File: src/rtl/conv_line_feeder_pkg.sv
// conv_line_feeder_pkg: shared state type, stride constants and address helpers
package conv_line_feeder_pkg;

    typedef enum logic [2:0] {IDLE, FILL, READY, REFILL, DONE} state_t;

    localparam logic [1:0] STRIDE_1 = 2'd1;
    localparam logic [1:0] STRIDE_2 = 2'd2;

    function automatic logic [1:0] sanitize_stride(input logic [1:0] s);
        return (s == STRIDE_2) ? STRIDE_2 : STRIDE_1;
    endfunction

    function automatic logic [15:0] row_addr(input logic [15:0] base, row, col, img_w);
        return base + row * img_w + col;
    endfunction

    function automatic logic [1:0] mod3(input logic [2:0] v);
        return (v >= 3'd3) ? 2'(v - 3'd3) : v[1:0];
    endfunction

endpackage

File: src/rtl/conv_line_feeder_if.sv
// conv_line_feeder_if: source-memory and convolver-side signals of the line feeder
interface conv_line_feeder_if #(
    parameter int BIT_DEPTH = 8,
    parameter int ADDR_W    = 10
);
    logic                 start;
    logic [1:0]           stride;
    logic [ADDR_W-1:0]    base_addr;
    logic                 src_rd_en;
    logic [ADDR_W-1:0]    src_addr;
    logic [BIT_DEPTH-1:0] src_data;
    logic                 shift_buffer;
    logic                 row_advance;
    logic [BIT_DEPTH-1:0] in_l1;
    logic [BIT_DEPTH-1:0] in_l2;
    logic [BIT_DEPTH-1:0] in_l3;
    logic                 ready;
    logic                 frame_done;
    logic                 err;

    modport master (
        output start, stride, base_addr, src_data, shift_buffer, row_advance,
        input  src_rd_en, src_addr, in_l1, in_l2, in_l3, ready, frame_done, err
    );

    modport slave (
        input  start, stride, base_addr, src_data, shift_buffer, row_advance,
        output src_rd_en, src_addr, in_l1, in_l2, in_l3, ready, frame_done, err
    );
endinterface

File: src/rtl/conv_line_feeder_row_bank.sv
// row_bank: one image row held in registers, one write port and one combinational read port
module row_bank #(
    parameter int BIT_DEPTH = 8,
    parameter int IMG_W     = 28
) (
    input  logic                       clk,
    input  logic                       i_we,
    input  logic [$clog2(IMG_W)-1:0]   i_waddr,
    input  logic [BIT_DEPTH-1:0]       i_wdata,
    input  logic [$clog2(IMG_W)-1:0]   i_raddr,
    output logic [BIT_DEPTH-1:0]       o_rdata
);
    logic [BIT_DEPTH-1:0] r_mem [IMG_W];

    // pixel storage is deliberately not reset
    always_ff @(posedge clk) begin
        if (i_we) r_mem[i_waddr] <= i_wdata;
    end

    assign o_rdata = r_mem[i_raddr];
endmodule

File: src/rtl/conv_line_feeder.sv
// conv_line_feeder: fetches a three-row band from source memory and streams it column by column
module conv_line_feeder
    import conv_line_feeder_pkg::*;
#(
    parameter int BIT_DEPTH = 8,
    parameter int IMG_W     = 28,
    parameter int IMG_H     = 28,
    parameter int ADDR_W    = 10
) (
    input logic               clk,
    input logic               rst_n,
    conv_line_feeder_if.slave bus
);
    localparam int CW = $clog2(IMG_W);
    localparam int RW = $clog2(IMG_H) + 2;

    state_t               r_state, w_next;
    logic [1:0]           r_stride, r_top, r_frow, r_nrows, r_wrow, w_wbank;
    logic [ADDR_W-1:0]    r_base;
    logic [RW-1:0]        r_rb, r_fb, w_rb_next;
    logic [CW-1:0]        r_col_ptr, r_fcol, r_wcol;
    logic                 r_wv, r_wlast, r_err;
    logic                 w_fetch, w_last, w_end, w_done_fetch, w_ready, w_start;
    logic [BIT_DEPTH-1:0] w_rd [3];

    assign w_ready      = r_state == READY;
    assign w_start      = r_state == IDLE && bus.start;
    assign w_fetch      = (r_state == FILL || r_state == REFILL) && r_frow < r_nrows;
    assign w_last       = w_fetch && r_frow == r_nrows - 2'd1 && r_fcol == CW'(IMG_W - 1);
    assign w_rb_next    = r_rb + RW'(r_stride);
    assign w_end        = (w_rb_next + RW'(2)) > RW'(IMG_H - 1);
    assign w_done_fetch = r_wv && r_wlast;
    assign w_wbank      = mod3(3'(r_top) + 3'(r_wrow));

    // state register
    always_ff @(posedge clk or negedge rst_n) begin
        if (!rst_n) r_state <= IDLE;
        else        r_state <= w_next;
    end

    // next-state logic
    always_comb begin
        w_next = r_state;
        case (r_state)
            IDLE:         w_next = bus.start ? FILL : IDLE;
            FILL, REFILL: w_next = w_done_fetch ? READY : r_state;
            READY:        w_next = bus.row_advance ? (w_end ? DONE : REFILL) : READY;
            default:      w_next = IDLE;
        endcase
    end

    // outputs: read strobe/address follow the fetch counters, pixels come straight from the banks
    always_comb begin
        bus.ready      = w_ready;
        bus.frame_done = r_state == DONE;
        bus.err        = r_err;
        bus.src_rd_en  = w_fetch;
        bus.src_addr   = w_fetch ? ADDR_W'(row_addr(16'(r_base), 16'(r_fb + RW'(r_frow)), 16'(r_fcol), 16'(IMG_W))) : '0;
        bus.in_l1      = w_ready ? w_rd[r_top] : '0;
        bus.in_l2      = w_ready ? w_rd[mod3(3'(r_top) + 3'd1)] : '0;
        bus.in_l3      = w_ready ? w_rd[mod3(3'(r_top) + 3'd2)] : '0;
    end

    // fetch counters, one-cycle write pipeline matching memory latency, column pointer, band rotation, error flag
    always_ff @(posedge clk or negedge rst_n) begin
        if (!rst_n) begin
            r_stride  <= STRIDE_1;
            r_base    <= '0;
            r_rb      <= '0;
            r_fb      <= '0;
            r_top     <= '0;
            r_frow    <= '0;
            r_fcol    <= '0;
            r_nrows   <= '0;
            r_col_ptr <= '0;
            r_wv      <= 1'b0;
            r_wlast   <= 1'b0;
            r_wrow    <= '0;
            r_wcol    <= '0;
            r_err     <= 1'b0;
        end else begin
            r_wv    <= w_fetch;
            r_wlast <= w_last;
            r_wrow  <= r_frow;
            r_wcol  <= r_fcol;
            if (w_fetch) begin
                r_fcol <= (r_fcol == CW'(IMG_W - 1)) ? '0 : r_fcol + 1'b1;
                r_frow <= (r_fcol == CW'(IMG_W - 1)) ? r_frow + 2'd1 : r_frow;
            end
            if (w_start) begin
                r_stride  <= sanitize_stride(bus.stride);
                r_base    <= bus.base_addr;
                r_rb      <= '0;
                r_fb      <= '0;
                r_top     <= '0;
                r_frow    <= '0;
                r_fcol    <= '0;
                r_nrows   <= 2'd3;
                r_col_ptr <= '0;
            end
            if (w_ready && bus.row_advance) begin
                r_col_ptr <= '0;
                r_rb      <= w_rb_next;
                r_fb      <= r_rb + RW'(3);
                r_frow    <= '0;
                r_fcol    <= '0;
                r_nrows   <= r_stride;
            end else if (w_ready && bus.shift_buffer) begin
                r_col_ptr <= (r_col_ptr == CW'(IMG_W - 1)) ? '0 : r_col_ptr + 1'b1;
            end
            if (w_done_fetch) r_top <= mod3(3'(r_top) + 3'(r_nrows));
            r_err <= (w_start ? 1'b0 : r_err) | (!w_ready && (bus.shift_buffer || bus.row_advance));
        end
    end

    for (genvar g = 0; g < 3; g++) begin : g_bank
        row_bank #(.BIT_DEPTH(BIT_DEPTH), .IMG_W(IMG_W)) u_bank (
            .clk     (clk),
            .i_we    (r_wv && w_wbank == 2'(g)),
            .i_waddr (r_wcol),
            .i_wdata (bus.src_data),
            .i_raddr (r_col_ptr),
            .o_rdata (w_rd[g])
        );
    end
endmodule

File: src/flat_wrapper.sv
// flat-port wrapper written by rule: the top's interface ports become plain ports
module conv_line_feeder_flat import conv_line_feeder_pkg::*;
#(
    parameter int BIT_DEPTH = 8,
    parameter int IMG_W     = 28,
    parameter int IMG_H     = 28,
    parameter int ADDR_W    = 10
)
  (clk, rst_n, bus_start, bus_stride, bus_base_addr, bus_src_data, bus_shift_buffer, bus_row_advance, bus_src_rd_en, bus_src_addr, bus_in_l1, bus_in_l2, bus_in_l3, bus_ready, bus_frame_done, bus_err);
  conv_line_feeder_if #(.BIT_DEPTH(BIT_DEPTH), .ADDR_W(ADDR_W)) bus_i ();
  input logic clk;
  input logic rst_n;
  input wire logic [$bits(bus_i.start)-1:0] bus_start;
  input wire logic [$bits(bus_i.stride)-1:0] bus_stride;
  input wire logic [$bits(bus_i.base_addr)-1:0] bus_base_addr;
  input wire logic [$bits(bus_i.src_data)-1:0] bus_src_data;
  input wire logic [$bits(bus_i.shift_buffer)-1:0] bus_shift_buffer;
  input wire logic [$bits(bus_i.row_advance)-1:0] bus_row_advance;
  output wire logic [$bits(bus_i.src_rd_en)-1:0] bus_src_rd_en;
  output wire logic [$bits(bus_i.src_addr)-1:0] bus_src_addr;
  output wire logic [$bits(bus_i.in_l1)-1:0] bus_in_l1;
  output wire logic [$bits(bus_i.in_l2)-1:0] bus_in_l2;
  output wire logic [$bits(bus_i.in_l3)-1:0] bus_in_l3;
  output wire logic [$bits(bus_i.ready)-1:0] bus_ready;
  output wire logic [$bits(bus_i.frame_done)-1:0] bus_frame_done;
  output wire logic [$bits(bus_i.err)-1:0] bus_err;
  assign bus_i.start = bus_start;
  assign bus_i.stride = bus_stride;
  assign bus_i.base_addr = bus_base_addr;
  assign bus_i.src_data = bus_src_data;
  assign bus_i.shift_buffer = bus_shift_buffer;
  assign bus_i.row_advance = bus_row_advance;
  assign bus_src_rd_en = bus_i.src_rd_en;
  assign bus_src_addr = bus_i.src_addr;
  assign bus_in_l1 = bus_i.in_l1;
  assign bus_in_l2 = bus_i.in_l2;
  assign bus_in_l3 = bus_i.in_l3;
  assign bus_ready = bus_i.ready;
  assign bus_frame_done = bus_i.frame_done;
  assign bus_err = bus_i.err;
  conv_line_feeder #(.BIT_DEPTH(BIT_DEPTH), .IMG_W(IMG_W), .IMG_H(IMG_H), .ADDR_W(ADDR_W)) u_core (.clk(clk), .rst_n(rst_n), .bus(bus_i));
endmodule
File: config.mk
export PLATFORM = sky130hd
export DESIGN_NAME = conv_line_feeder_flat
export DESIGN_NICKNAME = d
export VERILOG_FILES = /design/src/rtl/conv_line_feeder_pkg.sv /design/src/rtl/conv_line_feeder_if.sv /design/src/rtl/conv_line_feeder_row_bank.sv /design/src/rtl/conv_line_feeder.sv /design/src/flat_wrapper.sv
export SDC_FILE = /design/constraint.sdc
export NUM_CORES = 1
export LEC_CHECK = 0
export CAP_MARGIN = 30
export CORE_AREA = 2 2 225 227
export CTS_CLUSTER_SIZE = 20
export DETAILED_ROUTE_END_ITERATION = 6
export DIE_AREA = 0 0 227 229
export PLACE_DENSITY = 0.79
export SLEW_MARGIN = 10
export SYNTH_ARGS = -nofsm -noshare
export SYNTH_HDL_FRONTEND = slang
export SYNTH_SLANG_ARGS = --single-unit
File: constraint.sdc
create_clock -name clk -period 5.7 [get_ports clk]
set_clock_uncertainty 0.1 [all_clocks]
set_input_delay 1.14 -clock clk [delete_from_list [all_inputs] [get_ports clk]]
set_output_delay 1.14 -clock clk [all_outputs]
set_load 0.03 [all_outputs]
# ---- Yosys cells after proc, flatten, opt, wreduce, memory -nomap -nowiden
# Memory sizes are Yosys's and may differ from the RTL's.
# Index checks and enable logic that the tools add are counted.
dict set report word_totals {
  memories 3
  ram_bits 672
  wordCells 133
  out_inout_bits 38
  input_bits 25
  ff_bits 55
}
dict set report classes {
  bitwise 4
  n_mux 49
  n_eq_ne 11
  addsub 18
  n_mul 1
  magnitude_cmp 9
  reduce_logical 23
}
# memory words width read_ports rd_clocked_by_memory_dff wr line_no
set mem_list {}
lappend mem_list {{u_core.g_bank[0].u_bank.r_mem} 28 8 1 0 1 conv_line_feeder_row_bank.sv:13} ;# logic [BIT_DEPTH-1:0] r_mem [IMG_W];
lappend mem_list {{u_core.g_bank[1].u_bank.r_mem} 28 8 1 0 1 conv_line_feeder_row_bank.sv:13}
lappend mem_list {{u_core.g_bank[2].u_bank.r_mem} 28 8 1 0 1 conv_line_feeder_row_bank.sv:13}
# cell count
set ops {}
lappend ops {{8-bit 2-to-1 mux} 9}
lappend ops {{8-bit binary-select mux with 2-bit select} 3}
lappend ops {{5-bit 2-to-1 mux} 8}
lappend ops {{2-bit 2-to-1 mux} 13}
lappend ops {{7-bit 2-to-1 mux} 3}
lappend ops {{16-bit by 3-bit multiplier with 8-bit output, second input constant} 1}
lappend ops {{7-bit by 2-bit adder with 7-bit output, second input constant} 2}
lappend ops {{3-bit by 2-bit greater-or-equal comparator with 1-bit output, second input constant} 4}
lappend ops {{1-bit logical AND} 11}
lappend ops {{10-bit adder} 1}
lappend ops {{10-bit by 5-bit adder with 10-bit output} 1}
lappend ops {{5-bit by 1-bit adder with 5-bit output, second input constant} 2}
lappend ops {{5-bit equality test, second input constant} 2}
lappend ops {{10-bit 2-to-1 mux} 1}
lappend ops {{3-bit greater-or-equal comparator, second input constant} 3}
lappend ops {{3-bit 2-to-1 mux} 3}
lappend ops {{2-bit NOT with 3-bit output} 3}
lappend ops {{3-bit case mux with 3 select lines} 1}
lappend ops {{3-bit nonzero test} 3}
lappend ops {{7-bit by 2-bit adder with 8-bit output} 1}
lappend ops {{1-bit 2-to-1 mux} 8}
lappend ops {{2-bit subtractor, second input constant} 4}
lappend ops {{7-bit by 2-bit adder with 7-bit output} 1}
lappend ops {{7-bit by 5-bit greater-than comparator with 1-bit output, second input constant} 1}
lappend ops {{other kinds (21)} 26}

# ---- Depth between registers and ports, before layout
# Gate-level depths: netlist (run 1).
dict set report logic_depth {
  ltp_word 8
  mapped_depth 19
  depth_no_buf 19
}

# ---- Modules after synthesis
# A second synthesis (run 1) with hierarchy kept.
dict set report unflattened {
  cells_unflattened 1941
  area_unflattened_um2 31181.2
}
# module area_each_um2 cells_per_inst seq_area_each_um2 n_inst
set by_module_without_submodules {}
lappend by_module_without_submodules {row_bank 8892.3 468 6726.5 3}
lappend by_module_without_submodules {conv_line_feeder 4504.3 537 1377.6 1}

# ---- Worst setup path after synthesis (run 1)
# Ideal clock, no wire load.
dict set report synth_path {
  kind {register to output}
  startpoint {reg u_core.r_fb[0]}
  endpoint {out bus_src_addr[9]}
  n_path_buf 0
  setup_slack_ns 0.069
  stages_incl_launch_ff 18
  required_time_ns 4.460
  arrival_time_ns 4.391
  path_cell_list {dfrtp_1 > ha_1 > fa_1 > xor2_1 > fa_1 > ha_1 > fa_1 > a21oi_1 > nor2_1 > nor2_1 > xnor2_1 > ha_1 > xnor2_1 > xnor2_1 > xnor3_1 > xnor2_1 > xnor2_1 > nor2_1}
}
dict set report synth_via {
  elab_chain_len 5
}
# item line_no
set synth_rtl {}
lappend synth_rtl {{from (decl)} conv_line_feeder.sv:20} ;# logic [RW-1:0] r_rb, r_fb, w_rb_next;
lappend synth_rtl {{from (signal assigned)} conv_line_feeder.sv:104} ;# r_fb <= r_rb + RW'(3);
lappend synth_rtl {{7-bit by 2-bit adder with 8-bit output} conv_line_feeder.sv:58} ;# bus.src_addr = w_fetch ? ADDR_W'(row_addr(16'(r_base), 16'(r_fb + RW'(r_frow)), 16'(r_fcol), 16'(IMG_W))) : '0 ...
lappend synth_rtl {{16-bit by 3-bit multiplier with 8-bit output} conv_line_feeder_pkg.sv:14} ;# return base + row * img_w + col;
lappend synth_rtl {{10-bit adder} conv_line_feeder_pkg.sv:14}
lappend synth_rtl {{10-bit by 5-bit adder with 10-bit output} conv_line_feeder_pkg.sv:14}
lappend synth_rtl {{10-bit 2-to-1 mux} conv_line_feeder.sv:58}
lappend synth_rtl {{to (decl)} flat_wrapper.sv:20} ;# output wire logic [$bits(bus_i.src_addr)-1:0] bus_src_addr;
# Every way passes these cells.

# ---- Worst setup path after layout (run 1)
dict set report layout_path {
  startpoint {reg u_core.r_frow[0]}
  endpoint {out bus_src_addr[9]}
}
dict set report layout_via {
  elab_chain_len 5
  elab_cells_between_ends 7
  classes_between {add/sub (3); mul (1); order compare (1); mux (1); reduce/logical (1)}
}
# item line_no
set layout_rtl {}
lappend layout_rtl {{from (decl)} conv_line_feeder.sv:18} ;# logic [1:0] r_stride, r_top, r_frow, r_nrows, r_wrow, w_wbank;
lappend layout_rtl {{from (signal assigned)} conv_line_feeder.sv:88} ;# r_frow <= (r_fcol == CW'(IMG_W - 1)) ? r_frow + 2'd1 : r_frow;
lappend layout_rtl {{7-bit by 2-bit adder with 8-bit output} conv_line_feeder.sv:58}
lappend layout_rtl {{16-bit by 3-bit multiplier with 8-bit output} conv_line_feeder_pkg.sv:14}
lappend layout_rtl {{10-bit adder} conv_line_feeder_pkg.sv:14}
lappend layout_rtl {{10-bit by 5-bit adder with 10-bit output} conv_line_feeder_pkg.sv:14}
lappend layout_rtl {{10-bit 2-to-1 mux (*)} conv_line_feeder.sv:58}
# Mark *: on every way between the ends. The rest lies on a longest branch, timed or not.

==> results of run 1 <==
-- critical path, delay by kind of cell (launching register included) --
| kind | cells | cell delay [ps] |
|---|---|---|
| xor gates and xnor gates | 4 | 630 |
| and+or+nand+nor | 2 | 430 |
| buffers and inverters | 2 | 340 |
| AOI/OAI and AO/OA | 4 | 490 |
| DFF | 1 | 390 |
| adders and majority gates | 6 | 1690 |
-- layout by cell type, fill, tap and decap left out, types with 11 or more instances in the layout --
cell type	instances
sky130_fd_sc_hd__mux2i_1	65
sky130_fd_sc_hd__edfxtp_1	672
sky130_fd_sc_hd__dfrtp_1	49
sky130_fd_sc_hd__a21oi_1	27
sky130_fd_sc_hd__ha_1	32
sky130_fd_sc_hd__clkinv_1	18
sky130_fd_sc_hd__mux4_2	176
sky130_fd_sc_hd__xnor2_1	18
sky130_fd_sc_hd__inv_1	42
sky130_fd_sc_hd__nor3_1	21
sky130_fd_sc_hd__nor2b_1	23
sky130_fd_sc_hd__clkbuf_1	14
sky130_fd_sc_hd__nand2_1	99
sky130_fd_sc_hd__clkdlybuf4s50_1	47
sky130_fd_sc_hd__o21ai_0	60
sky130_fd_sc_hd__clkinv_2	11
sky130_fd_sc_hd__buf_4	49
sky130_fd_sc_hd__nand3_1	23
sky130_fd_sc_hd__clkbuf_16	73
sky130_fd_sc_hd__nor2_1	126
-- power by group through the flow --
stage,Combinational [µW],Clock [µW],Sequential (µW)
after CTS,4660,4760,6250
after global routing,5530,4960,6280
after global placement,4300,0,6340
after detailed placement,4440,0,6350
after floorplan,3220,0,6250
final,5030,4730,6260
-- cell families (layout without fill, tap and decap cells) --
family	Yosys count	in the layout	synth area share [%]
compound gates	171	171	3.55
xor+xnor	33	33	0.998
fa+ha+maj	51	51	2.37
buf+inv	125	293	1.92
flops	727	727	71.0
mux	241	241	15.2
simple gates	335	335	4.94
-- final cells by class --
cell class	count	area share, %
Clock buffer	89	5.55
Clock inverter	45	1.26
Inverter	43	0.470
Multi-Input combinational cell	831	24.5
Sequential cell	727	62.7
Tap cell	672	2.45
Timing Repair Buffer	116	3.08
-- metrics by stage --
stage	total power [µW]	hold slack, ps	setup TNS [ps]	instance area, µm²
5_1_grt	16800	388	-708	34400
3_3_place_gp	10600	286	0	31800
6_report	16000	359	-227	34400
2_1_floorplan	9470	278	0	30400
4_1_cts	15700	366	-406	34200
3_5_place_dp	10800	311	0	31800
-- metal layers --
layer | global-route usage, % | vias up | share of wire, %
met5 | 0 | - | 0.019
met4 | 10.9 | 2 | 4.1
met1 | 38.2 | 8514 | 37
met3 | 5.77 | 174 | 9.2
li1 | - | 6888 | -
met2 | 45.4 | 999 | 50
-- state kept, by name (all words and copies together) (netlist names) --
name and count:
u_core.r_nrows 2, u_core.bus.err 1, u_core.r_rb 7, u_core.r_wrow 2, u_core.r_base 10, u_core.r_fcol 5, u_core.r_top 2, u_core.r_fb 7
u_core.r_wv 1, u_core.g_bank.u_bank.r_mem 672, u_core.r_wlast 1, u_core.r_wcol 5, u_core.r_stride 2, u_core.r_col_ptr 5, u_core.r_frow 2, u_core.r_state 3
-- how the worst max path moves through the flow --
stage	end	cells past startpoint	slack (ps)
global route	bus_src_addr[9]	21	-350
global placement	bus_src_addr[9]	18	220
floorplan	bus_src_addr[9]	17	70
CTS	bus_src_addr[9]	18	-190
finish	bus_src_addr[9]	18	-130
detailed placement	bus_src_addr[9]	18	140
-- what timing repair did --
| item | in CTS | in global routing |
|---|---|---|
| pin swaps | 16 | 11 |
| gates resized for setup | 17 | 20 |
| setup buffers | 6 | 3 |
| setup endpoints to repair | 6 | 14 |
==> impl_results.rst, run 1 <==
.. list-table::
   :header-rows: 1

   * - Metric
     - Value
   * - Number of antenna violations at the first check in global routing
     - 1
   * - Height of the die
     - between 200 and 250 µm
   * - Comb pwr share
     - 31.4%
   * - Ant. Diodes
     - 0
   * - Share of cells above drive strength 1
     - slightly above 20%
   * - Worst supply voltage drop on vdd
     - 0.000817 V
   * - Die Span X
     - 227 µm
   * - RR Startpoint
     - u_core.r_top[0]$_DFFE_PN0P_
   * - Number of vias per cell
     - 6.57
   * - Synth Register Bits
     - ~730
   * - Residual antenna-violating net count after detailed routing
     - 0
   * - Power density over cell area
     - 466 mW/mm²
   * - Crit-path cells
     - ha_2, fa_2, xor2_2, buf_4, xor2_2, ha_1, ha_1, a21o_1, a21oi_2, xnor2_1, ha_1, ha_4, or3_1, o21ai_1, a21oi_1, xnor2_1, nor2_1, buf_4
   * - Synth Flop Type
     - sky130_fd_sc_hd__edfxtp_1
   * - CTS tree
     - yes
   * - Master cell of the clock root buffer
     - sky130_fd_sc_hd__clkbuf_16
   * - I/O pin count
     - 63
   * - Net Sw Frac
     - between 30% and 40%
   * - Crit end category
     - primary output
   * - Proportion of power drawn by the clock network
     - 29.5%
   * - Vias in the first global route
     - roughly 17000
   * - Period utilization
     - 102%
   * - Sum of overflow across all layers after global routing
     - 0
   * - Finished Core Util
     - between 60% and 70%
   * - Depth of the worst hold-timing path
     - 0
   * - Number of buffers on the longest clock path
     - 3
   * - Total via count after detailed routing
     - 16577
   * - Top area cells in the synthesized netlist
     - sky130_fd_sc_hd__edfxtp_1 (66%), sky130_fd_sc_hd__mux4_2 (13%), sky130_fd_sc_hd__dfrtp_1 (4.5%)
   * - Maximum Capacitance Violations
     - 0
   * - Cell type contributing the most total cell area after synthesis
     - sky130_fd_sc_hd__edfxtp_1
   * - Largest net degree at the start of global routing
     - 85
   * - Clock latency on the worst-skew pair
     - 630 ps
   * - First-pass DRT Iterations
     - 5
   * - Most frequent cell after synthesis
     - sky130_fd_sc_hd__edfxtp_1
   * - Cell total after placement
     - between 2000 and 2500
   * - Most frequent cell on the critical path
     - sky130_fd_sc_hd__ha_1
   * - Number of buffer cells added on primary ports
     - 62
   * - Total number of placement rows
     - approximately 80
   * - Startpoint types
     - flip-flop
   * - Share of total power in sequential cells
     - 39.1%
   * - Result of the run
     - finished with violations
   * - Worst-path maximum fanout
     - 5
   * - Static leakage
     - 0.0110 µW
   * - Synth cell count leaders
     - sky130_fd_sc_hd__edfxtp_1 (672), sky130_fd_sc_hd__mux4_2 (176), sky130_fd_sc_hd__nor2_1 (128)
   * - CP peak stage delay
     - slightly below 400 ps
   * - Fraction of post-synthesis cell area in the top cell type by area
     - 66.5%
   * - Worst endpoint data arrival time
     - roughly 4600 ps
   * - Violated checks
     - setup timing
   * - First-pass GRT wire length
     - around 110 mm
   * - Type of the most critical hold path
     - flip-flop to flip-flop
   * - Seq/Total Area, Yosys
     - 71.0%
   * - Non-filler instance count after layout
     - 2523
   * - Final count of hold timing violations
     - 0
   * - Mapped Area
     - 0.0304 mm²
   * - Unrepaired setup endpoints after global routing
     - true
   * - Number of inserted filler cells in the final layout
     - 3032
   * - Setup slack of the critical path after layout
     - -126 ps
   * - Worst rel slew slack
     - 29.4%
   * - Internal power of the cells
     - around 11000 µW
   * - DRC
     - 0
   * - H-tree lvl count
     - 3
   * - Violation count after the first detailed-route iteration
     - 1838
   * - Worst setup timing slack at the placement stage
     - around 140 ps
   * - Highest achievable clock rate
     - 0.172 GHz
   * - Share of synthesized flip-flops with an asynchronous set or reset
     - under 10%
   * - Setup slack on the worst flop-to-flop path
     - 1870 ps
   * - Number of nets in the finished design
     - 1868
   * - Worst setup path startpoint
     - u_core.r_frow[0]$_DFFE_PN0P_
   * - Number of warning messages in the yosys log
     - 0
   * - Distinct cell type count after synthesis
     - 56
   * - Register area
     - 0.0216 mm²
   * - Clock transition at the registers of the reported paths
     - approximately 60 ps
   * - Multi-input logic area
     - around 0.0084 mm²
   * - Core ar.
     - just under 0.05 mm²
   * - Total die area
     - 0.0520 mm²
   * - Number of buffers added by the clock tree synthesis step
     - 73
   * - Synth Area per Inst
     - around 18 µm²
   * - Total of hold buffers inserted after clock tree synthesis
     - 0
   * - Worst-path cell with the longest stage delay
     - sky130_fd_sc_hd__dfrtp_1
   * - Global Route Usage Sum
     - 28.1%
   * - Worst Hold Launch
     - u_core.r_fcol[4]$_DFFE_PN0P_
   * - Gpl congestion
     - 0.904
   * - Actual transition at the worst max-transition pin
     - 1060 ps
   * - Terminus of the critical flop-to-flop path
     - u_core.g_bank[1].u_bank.r_mem[4][0]$_DFFE_PP_
   * - Synth-to-layout area growth
     - 13.2%
   * - Synthesized Nets
     - 1759
   * - Final count of negative-setup-slack endpoints
     - 2
   * - Worst reg2reg path depth
     - 10
   * - Hold Crit Endpoint
     - u_core.r_wcol[4]$_DFF_PN0_
   * - Worst Path Class, Setup
     - flip-flop to primary output
   * - Detailed-route wire length per cell
     - 27.8 µm
   * - Half-perimeter wire length after placement
     - about 42 mm
   * - Number of sinks on the clock net
     - 727
   * - Post-synthesis instance total
     - 1683
   * - Final slew viol count
     - 0
   * - Total Routed Length
     - 70.2 mm
   * - Net switching component of the power
     - 5130 µW
   * - Required time at the endpoint of the critical path
     - approximately 4500 ps
   * - Number of enable flip-flop cells after synthesis
     - 672
   * - Crit path time final
     - about 5800 ps
   * - Initial cell density of the core
     - 61.1%
(Power assumes the default switching activity.)
==> run 2: changes to the inputs <==
Settings changed: CORE_AREA 2 2 225 227 to 2 2 223 225, DIE_AREA 0 0 227 229 to 0 0 225 227, DONT_BUFFER_PORTS set to 1, PLACE_DENSITY 0.79 to 0.78.
==> run 2 against run 1 <==
Compared with the run above:
- the run still ends with setup timing left
- largest cell class unchanged
- final cell count fell by 4.5%
- clock power up 2%
- routed wire length decreased by 3.1%
- via count fell by 2.8%
- hold slack worse by 240 ps
- sequential share of layout area increased by 1.1 points
- sequential cell count is the same
- sequential power is essentially flat
- global-route usage decreased by 0.54 points
- highest routed layer is now met4
- utilization is 0.41 points higher
==> impl_results.rst, run 2 (synthesized netlist as in run 1, its figures left out) <==
.. list-table::
   :header-rows: 1

   * - Metric
     - Value
   * - Result of the run
     - finished with violations
   * - Violated checks
     - setup timing
   * - Sum of overflow across all layers after global routing
     - 0 (unchanged)
   * - DRC
     - 0 (unchanged)
   * - Core ar.
     - 0.0485 mm² (-2.2%)
   * - Number of antenna violations at the first check in global routing
     - 0 (-1)
   * - Total Routed Length
     - 68.1 mm (-3.1%)
   * - First-pass DRT Iterations
     - 5 (unchanged)
   * - Total via count after detailed routing
     - 16109 (-2.8%)
   * - Clock transition at the registers of the reported paths
     - 60 ps (about the same)
   * - Multi-input logic area
     - 0.00837 mm² (-0.46%)
   * - Actual transition at the worst max-transition pin
     - 1070 ps (+12.9 ps)
   * - Violation count after the first detailed-route iteration
     - 1730 (-5.9%)
   * - Power density over cell area
     - 480 mW/mm² (+3.0%)
   * - Highest achievable clock rate
     - 0.170 GHz (-1.1%)
   * - CTS tree
     - yes
   * - Largest registers ranked by flip-flop count
     - u_core.g_bank.u_bank.r_mem x672, u_core.r_base x10
   * - Master cell of the clock root buffer
     - sky130_fd_sc_hd__clkbuf_16
   * - Number of buffers added by the clock tree synthesis step
     - 73 (unchanged)
   * - Static leakage
     - 0.0108 µW (-1.6%)
   * - Startpoint types
     - flip-flop
   * - Final count of negative-setup-slack endpoints
     - 3 (+1)
   * - Required time at the endpoint of the critical path
     - 4460 ps (about the same)
   * - Largest net degree at the start of global routing
     - 85 (unchanged)
   * - Final count of hold timing violations
     - 0 (unchanged)
   * - Worst supply voltage drop on vdd
     - 0.000677 V (-17%)
   * - H-tree lvl count
     - 3 (unchanged)
   * - Half-perimeter wire length after placement
     - 41.4 mm (-0.81%)
   * - Die Span X
     - 225 µm (-0.88%)
   * - Commonest non-fill, non-tap cell in the layout
     - sky130_fd_sc_hd__edfxtp_1
   * - Period utilization
     - 103% (+1.1 points)
   * - Worst Path Class, Setup
     - flip-flop to primary output
   * - Worst rel slew slack
     - 28.2% (-1.1 points)
   * - Total of hold buffers inserted after clock tree synthesis
     - 0 (unchanged)
   * - Net Sw Frac
     - 31.4% (-0.65 points)
   * - Crit end category
     - primary output
   * - Residual antenna-violating net count after detailed routing
     - 0 (unchanged)
   * - Gpl congestion
     - 0.887 (-1.8%)
   * - Setup TNS after final layout
     - -427 ps (-200 ps)
   * - Net switching component of the power
     - 5090 µW (-0.79%)
   * - Initial cell density of the core
     - 62.5% (+1.4 points)
   * - Crit path time final
     - 5890 ps (+62.8 ps)
   * - Worst-path maximum fanout
     - 3 (-2)
   * - Global Route Usage Sum
     - 27.6% (-0.54 points)
   * - Synth-to-layout area growth
     - 11.4%
   * - First-pass GRT wire length
     - 102 mm (-4.1%)
   * - Share of total power in sequential cells
     - 38.6% (-0.5 points)
   * - PnR Total Power
     - 16200 µW (+1.3%)
   * - Max reg flops
     - 672 (unchanged)
   * - Vias in the first global route
     - 16337 (-2.4%)
   * - Maximum Capacitance Violations
     - 0 (unchanged)
   * - I/O pin count
     - 63 (unchanged)
   * - Total die area
     - 0.0511 mm² (-1.7%)
   * - Ant. Diodes
     - 0 (unchanged)
   * - Clock latency on the worst-skew pair
     - 620 ps (about the same)
   * - Share of cells above drive strength 1
     - 20.3% (-0.43 points)
   * - Register area
     - 0.0216 mm² (about the same)
   * - Number of sinks on the clock net
     - 727 (unchanged)
   * - Final slew viol count
     - 0 (unchanged)
   * - Height of the die
     - 227 µm (-0.87%)
   * - Number of inserted filler cells in the final layout
     - 2860 (-5.7%)
   * - Unrepaired setup endpoints after global routing
     - true
   * - Number of nets in the finished design
     - 1807 (-3.3%)
   * - Commonest cells after routing, fill and taps aside
     - sky130_fd_sc_hd__edfxtp_1 (672), sky130_fd_sc_hd__mux4_2 (176), sky130_fd_sc_hd__nor2_1 (127)
   * - Type of the most critical hold path
     - primary input to async pin
   * - Setup slack of the critical path after layout
     - -189 ps (-62.8 ps)
   * - Number of vias per cell
     - 6.69 (+1.8%)
   * - Detailed-route wire length per cell
     - 28.3 µm (+1.5%)
   * - Number of buffers on the longest clock path
     - 3 (unchanged)
   * - Number of buffer cells added on primary ports
     - 0 (-100%)
   * - Proportion of power drawn by the clock network
     - 29.7% (+0.2 points)
   * - Comb pwr share
     - 31.7% (+0.3 points)
   * - Internal power of the cells
     - 11100 µW (+2.2%)
   * - Worst endpoint data arrival time
     - 4650 ps (+60 ps)
   * - Largest register by flop count
     - u_core.g_bank.u_bank.r_mem
   * - Total number of placement rows
     - 81 (-1.2%)
[run 2: final cells by class]
| type | instances | share of cell area [%] |
|---|---|---|
| clock buffer | 93 | 5.81 |
| clock inverter | 38 | 1.24 |
| inverter | 43 | 0.477 |
| multi-input combinational | 831 | 24.8 |
| sequential | 727 | 63.8 |
| tap | 622 | 2.30 |
| timing repair buffer | 55 | 1.61 |
[run 2: path summary, 6_finish.rpt]
path | slack [ps] | cells after the start | to | from
min in group clk | 370 | 0 | u_core.r_wcol[3]$_DFF_PN0_ | u_core.r_fcol[3]$_DFFE_PN0P_
setup reg to reg | 1930 | 10 | u_core.g_bank[1].u_bank.r_mem[5][6]$_DFFE_PP_ | u_core.r_top[0]$_DFFE_PN0P_
hold / removal | 120 | 0 | u_core.r_rb[3]$_DFFE_PN0P_ | rst_n
setup / recovery | -190 | 19 | bus_src_addr[9] | u_core.r_frow[0]$_DFFE_PN0P_
max in group asynchronous | 5180 | 0 | u_core.r_stride[0]$_DFFE_PN1P_ | rst_n
hold reg to reg | 370 | 0 | u_core.r_wcol[3]$_DFF_PN0_ | u_core.r_fcol[3]$_DFFE_PN0P_
[run 2: power by group through the flow]
stage	clock, µW	combinational [µW]	sequential, µW
2_1_floorplan	0	3220	6250
3_3_place_gp	0	4040	6340
3_5_place_dp	0	4240	6350
4_1_cts	4860	4870	6250
5_1_grt	5050	5630	6270
6_report	4810	5140	6260
[run 2: metal layers]
metal | track usage [%] | up-vias | part of all wire (%)
met3 | 6.48 | 170 | 9.4
met2 | 43.6 | 900 | 48
met4 | 11.6 | 0 | 4.2
met1 | 37.6 | 8270 | 38
li1 | - | 6769 | -
met5 | 0 | - | 0
[run 2: worst max-delay path, stage by stage, from the launching register on]
cell and delay, ps:
sky130_fd_sc_hd__dfrtp_1 380, sky130_fd_sc_hd__ha_2 200, sky130_fd_sc_hd__fa_2 370, sky130_fd_sc_hd__xor2_2 180
sky130_fd_sc_hd__buf_4 150, sky130_fd_sc_hd__xor2_1 140, sky130_fd_sc_hd__ha_1 340, sky130_fd_sc_hd__buf_6 130
sky130_fd_sc_hd__fa_2 350, sky130_fd_sc_hd__buf_4 150, sky130_fd_sc_hd__buf_6 100, sky130_fd_sc_hd__xor2_1 150
sky130_fd_sc_hd__ha_1 230, sky130_fd_sc_hd__ha_4 250, sky130_fd_sc_hd__or3_1 360, sky130_fd_sc_hd__o21ai_1 90
sky130_fd_sc_hd__a21oi_1 70, sky130_fd_sc_hd__xnor2_1 160, sky130_fd_sc_hd__nor2_1 50, sky130_fd_sc_hd__buf_4 190
[run 2: what timing repair did]
action	in CTS	in global routing
buffers inserted	7	5
pin swaps	14	12
endpoints found under the setup margin	4	4
gates resized for setup	23	5
[run 2: metrics by stage]
step | hold slack [ps] | cells | setup slack, ps | utilization (%) | instance area (µm²)
after global routing | 99.8 | 2409 | -459 | 69.6 | 33800
after global placement | 286 | 2261 | 202 | 64.1 | 31100
after detailed placement | 307 | 2265 | 42.4 | 64.2 | 31200
final | 119 | 2409 | -189 | 69.6 | 33800
after CTS | 86.3 | 2403 | -237 | 69.5 | 33700
after floorplan | 278 | 1683 | 68.8 | - | 30400
==> run 3: changes to the inputs <==
Settings changed: CORE_AREA 2 2 223 225 to 2 2 287 176, DIE_AREA 0 0 225 227 to 0 0 289 178, RECOVER_POWER set to 100.
==> run 3 against run 2 <==
Compared with the run above:
- the run still ends with setup timing left
- register-to-register slack worse by 60 ps
- critical path depth down 1
- power shrank 1.7%
- maximum frequency fell by 3.0%
- via count is 2.2% higher
- worst setup slack got worse by 190 ps
- clock-buffer cell count fell by 9
- hold slack better by 5.2 ps
- design area shrank 0.74%
- critical path type unchanged
==> impl_results.rst, run 3 (synthesized netlist as in run 1, its figures left out) <==
.. list-table::
   :header-rows: 1

   * - Metric
     - Value
   * - Cell total after placement
     - 2305 (+1.8%)
   * - Number of nets in the finished design
     - 1823 (+0.89%)
   * - Die Span X
     - 289 µm (+28%)
   * - Setup TNS after final layout
     - -600 ps (-173 ps)
   * - Non-filler instance count after layout
     - 2445 (+1.5%)
   * - Unrepaired setup endpoints after global routing
     - true
   * - Worst supply voltage drop on vdd
     - 0.000735 V (+8.4%)
   * - Residual antenna-violating net count after detailed routing
     - 0 (unchanged)
   * - CTS tree
     - yes
   * - Vias in the first global route
     - 15894 (-2.7%)
   * - Number of antenna violations at the first check in global routing
     - 0 (unchanged)
   * - Detailed-route wire length per cell
     - 29.4 µm (+4.0%)
   * - Total die area
     - 0.0514 mm² (+0.72%)
   * - First-pass DRT Iterations
     - 7 (+2)
   * - Master cell of the clock root buffer
     - sky130_fd_sc_hd__clkbuf_16
   * - Worst rel slew slack
     - 31.1% (+2.9 points)
   * - I/O pin count
     - 63 (unchanged)
   * - Total number of placement rows
     - 63 (-22%)
   * - Type of the most critical hold path
     - primary input to async pin
   * - Actual transition at the worst max-transition pin
     - 1020 ps (-45.6 ps)
   * - Post-route design area
     - 0.0336 mm² (-0.74%)
   * - Setup slack on the worst flop-to-flop path
     - 1870 ps (-60 ps)
   * - Sum of overflow across all layers after global routing
     - 0 (unchanged)
   * - Crit end category
     - primary output
   * - Height of the die
     - 178 µm (-22%)
   * - Power density over cell area
     - 475 mW/mm² (-1.0%)
   * - Largest net degree at the start of global routing
     - 85 (unchanged)
   * - Period utilization
     - 107% (+3.2 points)
   * - Core ar.
     - 0.0487 mm² (+0.35%)
   * - Largest register by flop count
     - u_core.g_bank.u_bank.r_mem
   * - Max reg flops
     - 672 (unchanged)
   * - Final count of hold timing violations
     - 0 (unchanged)
   * - Smallest hold slack
     - 125 ps (+5.23 ps)
   * - Number of vias per cell
     - 6.74 (+0.72%)
   * - Worst setup timing slack at the placement stage
     - 138 ps (+95.7 ps)
   * - Number of sinks on the clock net
     - 727 (unchanged)
   * - Number of buffers on the longest clock path
     - 3 (unchanged)
   * - Worst Path Class, Setup
     - flip-flop to primary output
   * - Highest achievable clock rate
     - 0.165 GHz (-3.0%)
   * - Clock latency on the worst-skew pair
     - 600 ps (-20 ps)
   * - Commonest cells after routing, fill and taps aside
     - sky130_fd_sc_hd__edfxtp_1 (672), sky130_fd_sc_hd__mux4_2 (176), sky130_fd_sc_hd__nor2_1 (128)
   * - Number of buffer cells added on primary ports
     - 0 (unchanged)
   * - Required time at the endpoint of the critical path
     - 4460 ps (about the same)
   * - Global Route Usage Sum
     - 28.3% (+0.73 points)
   * - Final count of negative-setup-slack endpoints
     - 4 (+1)
   * - Violated checks
     - setup timing
   * - Half-perimeter wire length after placement
     - 44.5 mm (+7.3%)
   * - Result of the run
     - finished with violations
   * - Violation count after the first detailed-route iteration
     - 2444 (+41%)
   * - Share of cells above drive strength 1
     - 21.2% (+0.91 points)
   * - Ant. Diodes
     - 0 (unchanged)
   * - Post-DP Area
     - 0.0312 mm² (+0.17%)
   * - Total via count after detailed routing
     - 16468 (+2.2%)
   * - First-pass GRT wire length
     - 105 mm (+3.0%)
   * - Setup slack of the critical path after layout
     - -374 ps (-185 ps)
   * - Final slew viol count
     - 0 (unchanged)
   * - Crit path time final
     - 6070 ps (+185 ps)
   * - Commonest non-fill, non-tap cell in the layout
     - sky130_fd_sc_hd__edfxtp_1
   * - Clock transition at the registers of the reported paths
     - 70 ps (about the same)
   * - Worst-path maximum fanout
     - 3 (unchanged)
   * - Worst endpoint data arrival time
     - 4830 ps (+180 ps)
   * - Total Routed Length
     - 71.8 mm (+5.6%)
   * - Startpoint types
     - flip-flop
   * - DRC
     - 0 (unchanged)
   * - Largest registers ranked by flip-flop count
     - u_core.g_bank.u_bank.r_mem x672, u_core.r_base x10
   * - H-tree lvl count
     - 2 (-1)
   * - Maximum Capacitance Violations
     - 0 (unchanged)
   * - Static leakage
     - 0.0107 µW (-1.0%)
   * - Initial cell density of the core
     - 62.3% (-0.22 points)
   * - Synth-to-layout area growth
     - 10.5%
   * - Gpl congestion
     - 0.873 (-1.6%)
   * - Number of buffers added by the clock tree synthesis step
     - 61 (-16%)
==> run 3: changes by cell type in the layout (fill, tap and decap cells not counted), moves of 7 or more <==
cell                        previous run  this run
sky130_fd_sc_hd__buf_2                 1        11
sky130_fd_sc_hd__buf_4                41        61
sky130_fd_sc_hd__clkbuf_16            76        61
sky130_fd_sc_hd__clkbuf_8              0         8
sky130_fd_sc_hd__o21ai_0              53        60
sky130_fd_sc_hd__o21ai_1               8         0
==> run 3: routing by layer <==
layer | GRT usage, % | wire, µm
met1 | 44.5 | 29800
met2 | 40.9 | 32600
met3 | 6.68 | 8000
met4 | 6.23 | 1480
met5 | 0 | 0
==> run 3: path summary, 6_finish.rpt <==
path | end | startpoint | cells past startpoint
min reg2reg | u_core.r_base[0]$_DFFE_PN0P_ | u_core.r_base[0]$_DFFE_PN0P_ | 2
max reg2reg | u_core.g_bank[0].u_bank.r_mem[13][5]$_DFFE_PP_ | u_core.r_top[0]$_DFFE_PN0P_ | 11
max | bus_src_addr[9] | u_core.r_fb[0]$_DFFE_PN0P_ | 18
min | u_core.bus.err$_DFF_PN0_ | rst_n | 0
min in group clk | u_core.r_base[0]$_DFFE_PN0P_ | u_core.r_base[0]$_DFFE_PN0P_ | 2
max in group asynchronous | u_core.r_stride[0]$_DFFE_PN1P_ | rst_n | 0
==> run 3: per-stage QoR <==
stage | total power [µW] | utilization, %
2_1_floorplan | 9470 | -
3_3_place_gp | 10500 | 63.9
3_5_place_dp | 10700 | 64.1
4_1_cts | 15000 | 68.3
5_1_grt | 16600 | 68.9
6_report | 15900 | 68.9
==> run 3: critical path, cell delays in order (launching register included) <==
cell                      delay [ps]
sky130_fd_sc_hd__dfrtp_1         400
sky130_fd_sc_hd__ha_2            210
sky130_fd_sc_hd__fa_2            400
sky130_fd_sc_hd__xor2_4          190
sky130_fd_sc_hd__fa_1            540
sky130_fd_sc_hd__ha_4            190
sky130_fd_sc_hd__fa_2            400
sky130_fd_sc_hd__a21oi_2         180
sky130_fd_sc_hd__nor2_1           90
sky130_fd_sc_hd__nor2_1          140
sky130_fd_sc_hd__xnor2_1         110
sky130_fd_sc_hd__ha_1            210
sky130_fd_sc_hd__xnor2_1         160
sky130_fd_sc_hd__xnor2_1         150
sky130_fd_sc_hd__xnor3_1         260
sky130_fd_sc_hd__xnor2_1         210
sky130_fd_sc_hd__xnor2_1         140
sky130_fd_sc_hd__nor2_1           60
sky130_fd_sc_hd__buf_4           190
==> run 3: power by group <==
| part | leakage, µW | internal [µW] | switching [µW] |
|---|---|---|---|
| sequential | 0.00671 | 6050 | 232 |
| clock | 0.000927 | 2200 | 1860 |
| combinational | 0.00309 | 2430 | 3160 |
| total | 0.0107 | 10700 | 5250 |
==> run 3: area by class of cell <==
class	count	area, µm²
flip-flops and latches	727	21600
multi-input cells	831	8420
inverters	43	161
clock inverters	27	211
clock buffers	84	1690
fillers	2962	15200
well taps	650	813
repair buffers	83	691
==> run 3: repair_timing <==
| item | 4_1_cts | 5_1_grt |
|---|---|---|
| setup buffers | 12 | 6 |
| hold endpoints to repair | 0 | 0 |
| gates resized for setup | 15 | 20 |
| gates cloned | 0 | 0 |
| hold buffers | 0 | 0 |
| setup endpoints to repair | 4 | 4 |
| pin swaps | 22 | 24 |
